### config.mk
export PLATFORM = sky130hd
export DESIGN_NAME = adder_share_arbiter_flat
export DESIGN_NICKNAME = d
export VERILOG_FILES = /design/src/rtl/adder_share_arbiter_pkg.sv /design/src/rtl/adder_share_arbiter_if.sv /design/src/rtl/adder_share_arbiter_rr_arbiter.sv /design/src/rtl/adder_share_arbiter.sv /design/src/flat_wrapper.sv
export SDC_FILE = /design/constraint.sdc
export NUM_CORES = 1
export LEC_CHECK = 0
export BUFFER_PORTS_ARGS = -buffer_cell sky130_fd_sc_hd__buf_2
export CAP_MARGIN = 10
export CORE_AREA = 2 2 102 104
export DETAILED_ROUTE_END_ITERATION = 12
export DIE_AREA = 0 0 104 106
export GPL_ROUTABILITY_DRIVEN = 0
export PLACE_DENSITY = 0.81
export SYNTH_ARGS = -nofsm -noshare
export SYNTH_HDL_FRONTEND = slang
export SYNTH_SLANG_ARGS = --single-unit
export TNS_END_PERCENT = 50
### constraint.sdc
create_clock -name clk -period 5 [get_ports clk]
set_clock_uncertainty 0.05 [all_clocks]
set_input_delay 0 -clock clk [delete_from_list [all_inputs] [get_ports clk]]
set_output_delay 0 -clock clk [all_outputs]
set_load 0.01 [all_outputs]
### src/rtl/adder_share_arbiter_pkg.sv
// Shared constants, FSM encoding and pointer helper for the shared-adder arbiter.
package adder_share_arbiter_pkg;

  localparam int unsigned WIDTH   = 32;
  localparam int unsigned NUM_REQ = 3;
  localparam int unsigned ID_W    = 2;

  typedef enum logic {
    ST_EMPTY = 1'b0,
    ST_FULL  = 1'b1
  } state_e;

  // Round-robin successor of a requester index, wrapping at NUM_REQ.
  function automatic logic [ID_W-1:0] rr_next(input logic [ID_W-1:0] id);
    return (id == ID_W'(NUM_REQ - 1)) ? '0 : id + ID_W'(1);
  endfunction

endpackage

### src/rtl/adder_share_arbiter_if.sv
// Request/response bundle between the requesters/consumer and the shared adder.
interface adder_share_arbiter_if;
  import adder_share_arbiter_pkg::*;

  logic [NUM_REQ-1:0]       req_valid;
  logic [NUM_REQ-1:0]       req_ready;
  logic [NUM_REQ*WIDTH-1:0] req_a;
  logic [NUM_REQ*WIDTH-1:0] req_b;
  logic                     resp_valid;
  logic                     resp_ready;
  logic [WIDTH-1:0]         resp_sum;
  logic                     resp_carry;
  logic [ID_W-1:0]          resp_id;

  modport master (
    output req_valid, req_a, req_b, resp_ready,
    input  req_ready, resp_valid, resp_sum, resp_carry, resp_id
  );

  modport slave (
    input  req_valid, req_a, req_b, resp_ready,
    output req_ready, resp_valid, resp_sum, resp_carry, resp_id
  );
endinterface

### src/rtl/adder_share_arbiter_rr_arbiter.sv
// Round-robin picker: first requester at or after ptr, wrapping, gated by en.
module rr_arbiter
  import adder_share_arbiter_pkg::*;
(
  input  logic [NUM_REQ-1:0] req,
  input  logic [ID_W-1:0]    ptr,
  input  logic               en,
  output logic [NUM_REQ-1:0] gnt,
  output logic [ID_W-1:0]    gnt_id
);

  logic [ID_W-1:0] idx;
  logic            found;

  // Scan upward from the pointer and grant the first valid requester.
  always_comb begin
    gnt    = '0;
    gnt_id = '0;
    found  = 1'b0;
    idx    = '0;
    for (int unsigned k = 0; k < NUM_REQ; k++) begin
      idx = ID_W'((32'(ptr) + k) % NUM_REQ);
      if (en && !found && req[idx]) begin
        gnt[idx] = 1'b1;
        gnt_id   = idx;
        found    = 1'b1;
      end
    end
  end

endmodule

### src/rtl/adder_share_arbiter.sv
// One registered adder shared round-robin between NUM_REQ requesters.
module adder_share_arbiter
  import adder_share_arbiter_pkg::*;
(
  input  logic               clk,
  input  logic               rst_n,
  adder_share_arbiter_if.slave bus
);

  state_e            state_q, state_d;
  logic [ID_W-1:0]   ptr_q, ptr_d;
  logic [ID_W-1:0]   id_q, id_d;
  logic [WIDTH-1:0]  sum_q, sum_d;
  logic              carry_q, carry_d;
  logic              run_q, run_d;

  logic [NUM_REQ-1:0] gnt;
  logic [ID_W-1:0]    gnt_id;
  logic               slot_free_c;
  logic               grant_c;
  logic [WIDTH-1:0]   op_a_c, op_b_c;
  logic [WIDTH:0]     add_c;

  // run_q keeps grants off until the first edge after reset release.
  assign slot_free_c = run_q && ((state_q == ST_EMPTY) || bus.resp_ready);

  rr_arbiter u_arb (
    .req    (bus.req_valid),
    .ptr    (ptr_q),
    .en     (slot_free_c),
    .gnt    (gnt),
    .gnt_id (gnt_id)
  );

  assign grant_c = |gnt;

  // One-hot operand mux driven by the grant vector.
  always_comb begin
    op_a_c = '0;
    op_b_c = '0;
    for (int i = 0; i < NUM_REQ; i++) begin
      if (gnt[i]) begin
        op_a_c = op_a_c | bus.req_a[i*WIDTH +: WIDTH];
        op_b_c = op_b_c | bus.req_b[i*WIDTH +: WIDTH];
      end
    end
  end

  assign add_c = {1'b0, op_a_c} + {1'b0, op_b_c};

  // Next state, pointer advance and result capture.
  always_comb begin
    state_d = state_q;
    ptr_d   = ptr_q;
    sum_d   = sum_q;
    carry_d = carry_q;
    id_d    = id_q;
    run_d   = 1'b1;
    case (state_q)
      ST_EMPTY: if (grant_c) state_d = ST_FULL;
      ST_FULL:  if (bus.resp_ready && !grant_c) state_d = ST_EMPTY;
      default:  state_d = ST_EMPTY;
    endcase
    if (grant_c) begin
      {carry_d, sum_d} = add_c;
      id_d             = gnt_id;
      ptr_d            = rr_next(gnt_id);
    end
  end

  // State and result registers.
  always_ff @(posedge clk or negedge rst_n) begin
    if (!rst_n) begin
      state_q <= ST_EMPTY;
      ptr_q   <= '0;
      sum_q   <= '0;
      carry_q <= 1'b0;
      id_q    <= '0;
      run_q   <= 1'b0;
    end else begin
      state_q <= state_d;
      ptr_q   <= ptr_d;
      sum_q   <= sum_d;
      carry_q <= carry_d;
      id_q    <= id_d;
      run_q   <= run_d;
    end
  end

  assign bus.req_ready  = gnt;
  assign bus.resp_valid = (state_q == ST_FULL);
  assign bus.resp_sum   = sum_q;
  assign bus.resp_carry = carry_q;
  assign bus.resp_id    = id_q;

endmodule

### src/flat_wrapper.sv
// flat-port wrapper written by rule: the top's interface ports become plain ports
module adder_share_arbiter_flat import adder_share_arbiter_pkg::*;
  (clk, rst_n, bus_req_valid, bus_req_a, bus_req_b, bus_resp_ready, bus_req_ready, bus_resp_valid, bus_resp_sum, bus_resp_carry, bus_resp_id);
  adder_share_arbiter_if bus_i ();
  input  logic clk;
  input  logic rst_n;
  input wire logic [$bits(bus_i.req_valid)-1:0] bus_req_valid;
  input wire logic [$bits(bus_i.req_a)-1:0] bus_req_a;
  input wire logic [$bits(bus_i.req_b)-1:0] bus_req_b;
  input wire logic [$bits(bus_i.resp_ready)-1:0] bus_resp_ready;
  output wire logic [$bits(bus_i.req_ready)-1:0] bus_req_ready;
  output wire logic [$bits(bus_i.resp_valid)-1:0] bus_resp_valid;
  output wire logic [$bits(bus_i.resp_sum)-1:0] bus_resp_sum;
  output wire logic [$bits(bus_i.resp_carry)-1:0] bus_resp_carry;
  output wire logic [$bits(bus_i.resp_id)-1:0] bus_resp_id;
  assign bus_i.req_valid = bus_req_valid;
  assign bus_i.req_a = bus_req_a;
  assign bus_i.req_b = bus_req_b;
  assign bus_i.resp_ready = bus_resp_ready;
  assign bus_req_ready = bus_i.req_ready;
  assign bus_resp_valid = bus_i.resp_valid;
  assign bus_resp_sum = bus_i.resp_sum;
  assign bus_resp_carry = bus_i.resp_carry;
  assign bus_resp_id = bus_i.resp_id;
  adder_share_arbiter u_core (.clk(clk), .rst_n(rst_n), .bus(bus_i));
endmodule
==> results.json, run 1 <==
{
  "synth.yosys.warnings": 0,
  "p_int_mw": 1.602,
  "synthDistinctLibCells": 59,
  "path_max_fanout": 10,
  "io-pin-count": 237,
  "start_util": 0.4537,
  "overflow": 0,
  "status": "finished, final reports clean",
  "max_stage_delay_ns": 0.43,
  "diodes": 0,
  "fp.coreArea_um2": 10000,
  "worst_pin_slew_ns": 1.081,
  "row_count": 37,
  "cts_buffers": 5,
  "antenna_found_initial": 0,
  "grt_pass1_wl_um": 24890,
  "critPathKind": "reg2reg",
  "path_clk_slew_ns": 0.08,
  "cts_buffer_depth": 2,
  "cap_violations": 0,
  "grt_max_degree": 46,
  "async_flop_share": 1.000,
  "fp.dieW_um": 104,
  "slew_headroom": 0.2792,
  "synthFlopType": "dfrtp_1",
  "grt.total_usage": 0.2755,
  "grt_pass1_vias": 5149,
  "dpl.hpwl_um": 13020,
  "cpMaxStageDelayCell": "ha_1",
  "comb_power_share": 0.778,
  "finalHoldViolCount": 0,
  "drc_errors": 0,
  "synth_area_per_cell_um2": 7.677,
  "power_frac_seq": 0.159,
  "viasPerCell": 5.986,
  "num-nets-final": 1052,
  "vias": 5711,
  "first_pass_iters": 12,
  "path_common_cell": "buf_4",
  "synth_seq_area_share": 0.2151,
  "setup_violations": 0,
  "period_share": 0.9553,
  "synth_edf_count": 0,
  "clk_latency_ns": 0.29,
  "period_needed_ns": 4.777,
  "area_growth_pct": 33.26,
  "drt-total-wl_um": 16770,
  "p_switching_mw": 1.850,
  "cellPowerDensity_nw_per_um2": 571.0,
  "synth_seq_cells": 39,
  "setup_tns_ns": 0,
  "wl_per_cell_um": 17.57,
  "p_sw_frac": 0.5359,
  "cts_tree": "built",
  "fmax_ghz": 0.2094,
  "cp.required_ns": 5.07,
  "arrival_ns": 4.85,
  "antenna_left": 0,
  "drt-initial-drc-count": 603,
  "syn_inst": 591,
  "cts_root_buf": "clkbuf_8",
  "netlist_area_um2": 4537,
  "synth_fp_nets": 826,
  "crit_chain": "inv_1, ha_2, mux2i_1, o21ai_1, nor3_1, a2bb2oi_4, buf_4, o21ai_2, buf_4, buf_4, a222oi_1, inv_1, ha_1, a21oi_2, o21a_1, o21ai_0, a41o_1, a211o_1, xnor2_1, a21oi_1",
  "end_kind": "flop",
  "dpl.cell_count": 934,
  "h-tree-depth": 2,
  "io_buffers": 236,
  "clock_sinks": 39,
  "die-area_um2": 11020,
  "p_leak_nw": 3.400,
  "ir_drop_v": 0.0002623,
  "dieHeight_um": 106,
  "layout.cells.non_filler": 954,
  "drive_above_1_share": 0.3521,
  "min_path_type": "in2reg",
  "drv_slew": 0,
  "start_kind": "flop",
  "power_mw": 3.452,
  "p_clk_frac": 0.063
}
## final timing paths
check / startpoint / to / slack (ns) / cells after the start
min in group asynchronous: rst_n / u_core.bus.resp_sum[26] / 0.32 / 2
worst max-delay path: u_core.ptr_q[1] / u_core.bus.resp_sum[31] / 0.22 / 20
worst min register to register: u_core.bus.resp_sum[14] / u_core.bus.resp_sum[14] / 0.42 / 2
worst max register to register: u_core.ptr_q[1] / u_core.bus.resp_sum[31] / 0.22 / 20
max in group asynchronous: rst_n / u_core.bus.resp_id[0] / 4.03 / 2
worst min-delay path: bus_req_a[64] / u_core.bus.resp_sum[0] / 0.20 / 6
## what timing repair did
item / 4_1_cts / 5_1_grt
endpoints found under the setup margin: 0 / 17
gates resized for setup: 0 / 21
setup buffers: 0 / 8
hold buffers: 2 / 0
endpoints found under the hold margin: 40 / 0
## per-layer routing
metal  vias up  GRT usage  routed length [µm]
li1       2684          -                   -
met1      2688     0.3573                6915
met2       320     0.4939                8298
met3        19    0.03066                1278
met4         0    0.06178                 274
met5         -          0                   0
## critical path: cells and delay by family (launching register included)
kind	cells	cell delay, ns
simple gates	1	0.14
flops	1	0.41
mux	1	0.13
compound gates	10	2.22
buf+inv	5	0.72
xor+xnor	1	0.21
fa+ha+maj	2	0.73
## power groups by stage
stage	clock network (mW)	logic [mW]	registers (mW)
floorplan	0	1.78	0.594
global placement	0	2.52	0.551
detailed placement	0	2.53	0.555
CTS	0.221	2.55	0.547
global route	0.237	2.93	0.561
finish	0.218	2.69	0.549
## registers in the layout, indices dropped and copies added, names as in the netlist
name	count
u_core.bus.resp_sum	32
u_core.run_q	1
u_core.bus.resp_valid	1
u_core.bus.resp_carry	1
u_core.ptr_q	2
u_core.bus.resp_id	2
## cell usage after synthesis (10+ instances only)
| cell type | count | area, µm² |
|---|---|---|
| a21o_1 | 15 | 112.6 |
| a21oi_1 | 53 | 265.3 |
| a222oi_1 | 64 | 640.6 |
| buf_2 | 18 | 90.09 |
| clkbuf_1 | 13 | 48.80 |
| dfrtp_1 | 39 | 975.9 |
| ha_1 | 36 | 450.4 |
| inv_1 | 76 | 285.3 |
| nand2_1 | 53 | 198.9 |
| nand4_1 | 11 | 68.82 |
| nor2_1 | 43 | 161.4 |
| o21ai_0 | 32 | 160.2 |
| xnor2_1 | 10 | 87.58 |
| xor2_1 | 16 | 140.1 |
## logic make-up after synthesis
logic type / synth area share
AOI/OAI and AO/OA: 0.3593
xor gates and xnor gates: 0.05019
adders and majority gates: 0.1037
buffers and inverters: 0.1117
DFF: 0.2151
muxes: 0.006619
other: 0.0008266
and+or+nand+nor: 0.1525
## through the flow
step                      utilization  hold slack, ns  area (µm²)  worst slack [ns]
final                          0.6046          0.2015        6046            0.2234
after global routing           0.6046          0.2082        6046          -0.03399
after CTS                      0.5907          0.1788        5907           0.01819
after detailed placement       0.5798          0.1176        5798           0.04568
after global placement         0.5798          0.1146        5798            0.2773
after floorplan                     -         -0.3456        4537            0.7270
## layout by cell type (no fill, tap or decap), types with 3 or more instances in the layout
cell type / Yosys / final
buf_2: 18 / 236
inv_1: 76 / 75
a222oi_1: 64 / 64
nand2_1: 53 / 53
a21oi_1: 53 / 52
nor2_1: 43 / 43
dfrtp_1: 39 / 39
ha_1: 36 / 31
o21ai_0: 32 / 26
buf_4: 5 / 21
xor2_1: 16 / 16
a21o_1: 15 / 15
nand4_1: 11 / 11
xnor2_1: 10 / 10
o211ai_1: 9 / 9
a31oi_1: 8 / 8
nand2b_1: 9 / 8
o21ai_1: 3 / 7
o21a_1: 7 / 7
nand3_1: 5 / 5
nor3_1: 5 / 5
ha_2: 0 / 5
clkbuf_8: 0 / 5
o31ai_1: 4 / 4
or3_1: 4 / 4
mux2i_1: 3 / 3
a211oi_2: 1 / 3
## cell type report
class                      count  area (µm²)
multi-input combinational    436        3164
sequential                    39       975.9
clock buffer                   5       68.82
clock inverter                 3       20.02
fill                         998        3954
timing repair buffer         259        1359
inverter                      76       287.8
tap                          136       170.2
Power figures use the tool's default switching activity.
==> run 2: changes to the inputs <==
- ABC_AREA: unset -> 1
- CORE_AREA: 2 2 102 104 -> 2 2 108 110
- DIE_AREA: 0 0 104 106 -> 0 0 110 112
- PLACE_DENSITY: 0.81 -> 0.82
==> run 2 against run 1 <==
- sequential power shrank 6.6%
- die area increased by 12%
- maximum frequency grew 10%
- worst hold slack better by 0.037 ns
- register-to-register slack improved by 0.44 ns
- non-clock buffer count is 9 lower
- first-iteration DRC count down 21%
- combinational power grew 19%
- core utilization up 1.4 points
- worst setup slack better by 0.44 ns
- sequential share of layout area shrank 2.0 points
- total power rose by 18%
- largest cell class unchanged
==> results.json, run 2 <==
{
  "max_stage_delay_ns": 0.63,
  "row_count": 39,
  "area_growth_pct": 26.59,
  "dpl.cell_count": 1385,
  "start_util": 0.4890,
  "layout_commonest_cell": "nand2_1",
  "synth_seq_cells": 39,
  "grt_pass1_wl_um": 30410,
  "largest_reg_flops": 32,
  "post_cts_buffers": 0,
  "synth.yosys.warnings": 0,
  "synth.most_common_cell": "nand2_1",
  "met2_usage": 0.4945,
  "setup_tns_ns": 0,
  "cts_root_buf": "clkbuf_16",
  "cpMaxStageDelayCell": "nand3_2",
  "final_cell_mix": "nand2_1, buf_2, nand3_1",
  "p_leak_nw": 4.472,
  "crit_chain": "inv_1, ha_1, inv_2, nand2_1, nand3_1, nand2_2, nor2_1, nand3_1, nand3_2, buf_4, nand2_1, nand3_1, ha_1, nand2_1, nor2_1, inv_1, nor2_1, and2_1, nand2_1, nand3_1, nand2_1, nand2_1, nand2_1",
  "synthDistinctLibCells": 30,
  "busiest_layer": "met2",
  "cts_buffer_depth": 2,
  "drt-total-wl_um": 18170,
  "cellPowerDensity_nw_per_um2": 589.7,
  "io-pin-count": 237,
  "synth_compound_area_frac": 0.03710,
  "p_sw_frac": 0.5658,
  "fp.dieW_um": 110,
  "status": "finished, final reports clean",
  "worst_pin_slew_ns": 0.8773,
  "drt-initial-drc-count": 475,
  "wl_per_cell_um": 13.03,
  "path_delay_family": "simple AND/OR/NAND/NOR gates",
  "synthAdderAreaFrac": 0.08610,
  "p_clk_frac": 0.089,
  "cts_hold_buf": 2,
  "fmax_ghz": 0.2304,
  "cap_violations": 0,
  "arrival_ns": 4.46,
  "grt.total_usage": 0.3034,
  "start_kind": "flop",
  "dpl.hpwl_um": 15000,
  "finalHoldViolCount": 0,
  "min_path_type": "in2reg",
  "cp.buffers_inverters": 4,
  "use_met1": 0.4196,
  "synth_fp_nets": 1261,
  "end_kind": "flop",
  "ys_top_cells_by_count": "nand2_1, nand3_1, inv_1",
  "grt_pass1_vias": 6665,
  "synthFlopType": "dfrtp_1",
  "h-tree-depth": 2,
  "diodes": 0,
  "antenna_left": 0,
  "synth_edf_count": 0,
  "path_max_fanout": 36,
  "yosys.area_share.simple": 0.5489,
  "layout.cells.non_filler": 1395,
  "drive_above_1_share": 0.2141,
  "drc_errors": 0,
  "synth_top_area_cell": "nand2_1",
  "syn_inst": 1026,
  "vias": 7112,
  "clock_sinks": 39,
  "num-nets-final": 1486,
  "p_int_mw": 1.771,
  "path_clk_slew_ns": 0.06,
  "critPathKind": "reg2reg",
  "async_flop_share": 1.000,
  "finish.utilization": 0.6190,
  "fp.coreArea_um2": 11170,
  "post_cts_resized": 0,
  "power_frac_seq": 0.126,
  "grt_max_degree": 40,
  "first_pass_iters": 8,
  "cp.required_ns": 5.12,
  "clk_latency_ns": 0.28,
  "netlist_area_um2": 5464,
  "viasPerCell": 5.098,
  "cts_buffers": 5,
  "comb_power_share": 0.786,
  "overflow": 0,
  "path_common_cell": "nand2_1",
  "period_share": 0.8680,
  "synth_xor_area_frac": 0.02244,
  "die-area_um2": 12320,
  "antenna_found_initial": 0,
  "netlist.area_leader.share": 0.3627,
  "grt_util_met3": 0.03044,
  "p_switching_mw": 2.308,
  "setup_violations": 0,
  "ir_drop_v": 0.0003941,
  "synth_top_family_by_area": "simple AND/OR/NAND/NOR gates",
  "synth_area_leaders": "nand2_1, dfrtp_1, nand3_1",
  "rsz0062_at_grt": "false",
  "io_buffers": 236,
  "slew_headroom": 0.4152,
  "synth_area_per_cell_um2": 5.326,
  "dieHeight_um": 112,
  "period_needed_ns": 4.340,
  "cts_tree": "built",
  "synth_mux_area_frac": 0,
  "drv_slew": 0,
  "synth_seq_area_share": 0.1786
}
## run 2: changes by cell type in the layout (fill, tap and decap cells not counted), sizes merged, moves of 5 or more
cell / previous run / this run
o211ai: 9 / 1
a21o: 15 / 1
o21a: 7 / 0
o21ai: 37 / 4
inv: 76 / 129
a211oi: 5 / 0
a31oi: 8 / 0
nand3: 5 / 143
buf: 257 / 248
xnor2: 10 / 2
a21oi: 53 / 28
nand2: 53 / 530
a222oi: 64 / 0
nand2b: 9 / 0
## run 2: power by group through the flow
stage | Combinational [mW] | Clock [mW] | Sequential, mW
6_report | 3.20 | 0.361 | 0.513
3_5_place_dp | 3.13 | 0 | 0.515
4_1_cts | 3.15 | 0.367 | 0.513
5_1_grt | 3.61 | 0.383 | 0.527
2_1_floorplan | 2.25 | 0 | 0.561
3_3_place_gp | 3.10 | 0 | 0.513
## run 2: kinds of logic (layout without fill, tap and decap cells)
family,count (synthesis),in the layout
fa+ha+maj,37,37
other cells,1,1
compound gates,36,36
buf+inv,161,387
xor+xnor,14,14
simple gates,738,738
flops,39,39
## run 2: worst min-delay path, cell delays in order
cell and delay [ns]:
buf_2 0.08, nand2_1 0.04, nand3_1 0.08, ha_1 0.19
nand2_1 0.08, nand2_1 0.06
## run 2: final cells by class
| cell class | instances | area [µm²] |
|---|---|---|
| Clock buffer | 5 | 125.1 |
| Tap cell | 143 | 178.9 |
| Clock inverter | 3 | 43.79 |
| Sequential cell | 39 | 975.9 |
| Timing Repair Buffer | 250 | 1291 |
| Fill cell | 1171 | 4258 |
| Multi-Input combinational cell | 826 | 3817 |
| Inverter | 129 | 484.2 |
## run 2: per-layer routing
layer / part of all wire / up-vias
met5: 0 / -
met4: 0.028 / 0
met3: 0.068 / 32
met2: 0.45 / 297
met1: 0.45 / 3154
li1: - / 3629
## run 2: path summary, 6_finish.rpt
check                           cells after the start                       to                   start  slack, ns
max in group asynchronous                           2          u_core.ptr_q[0]                   rst_n       4.02
worst min-delay path                                6   u_core.bus.resp_sum[0]            bus_req_a[0]       0.24
worst max-delay path                               23  u_core.bus.resp_sum[28]         u_core.ptr_q[0]       0.66
worst min register to register                      2   u_core.bus.resp_sum[7]  u_core.bus.resp_sum[7]       0.46
worst max register to register                     23  u_core.bus.resp_sum[28]         u_core.ptr_q[0]       0.66
min in group asynchronous                           2   u_core.bus.resp_sum[7]                   rst_n       0.33
## run 2: per-stage QoR
step	power [mW]	hold WS, ns	area (µm²)	worst slack (ns)
global route	4.517	0.2793	6917	0.3142
finish	4.079	0.2382	6917	0.6602
floorplan	2.809	-0.3456	5464	1.574
CTS	4.034	0.2321	6917	0.7087
detailed placement	3.641	0.1171	6728	0.7117
global placement	3.616	0.1050	6728	0.8132
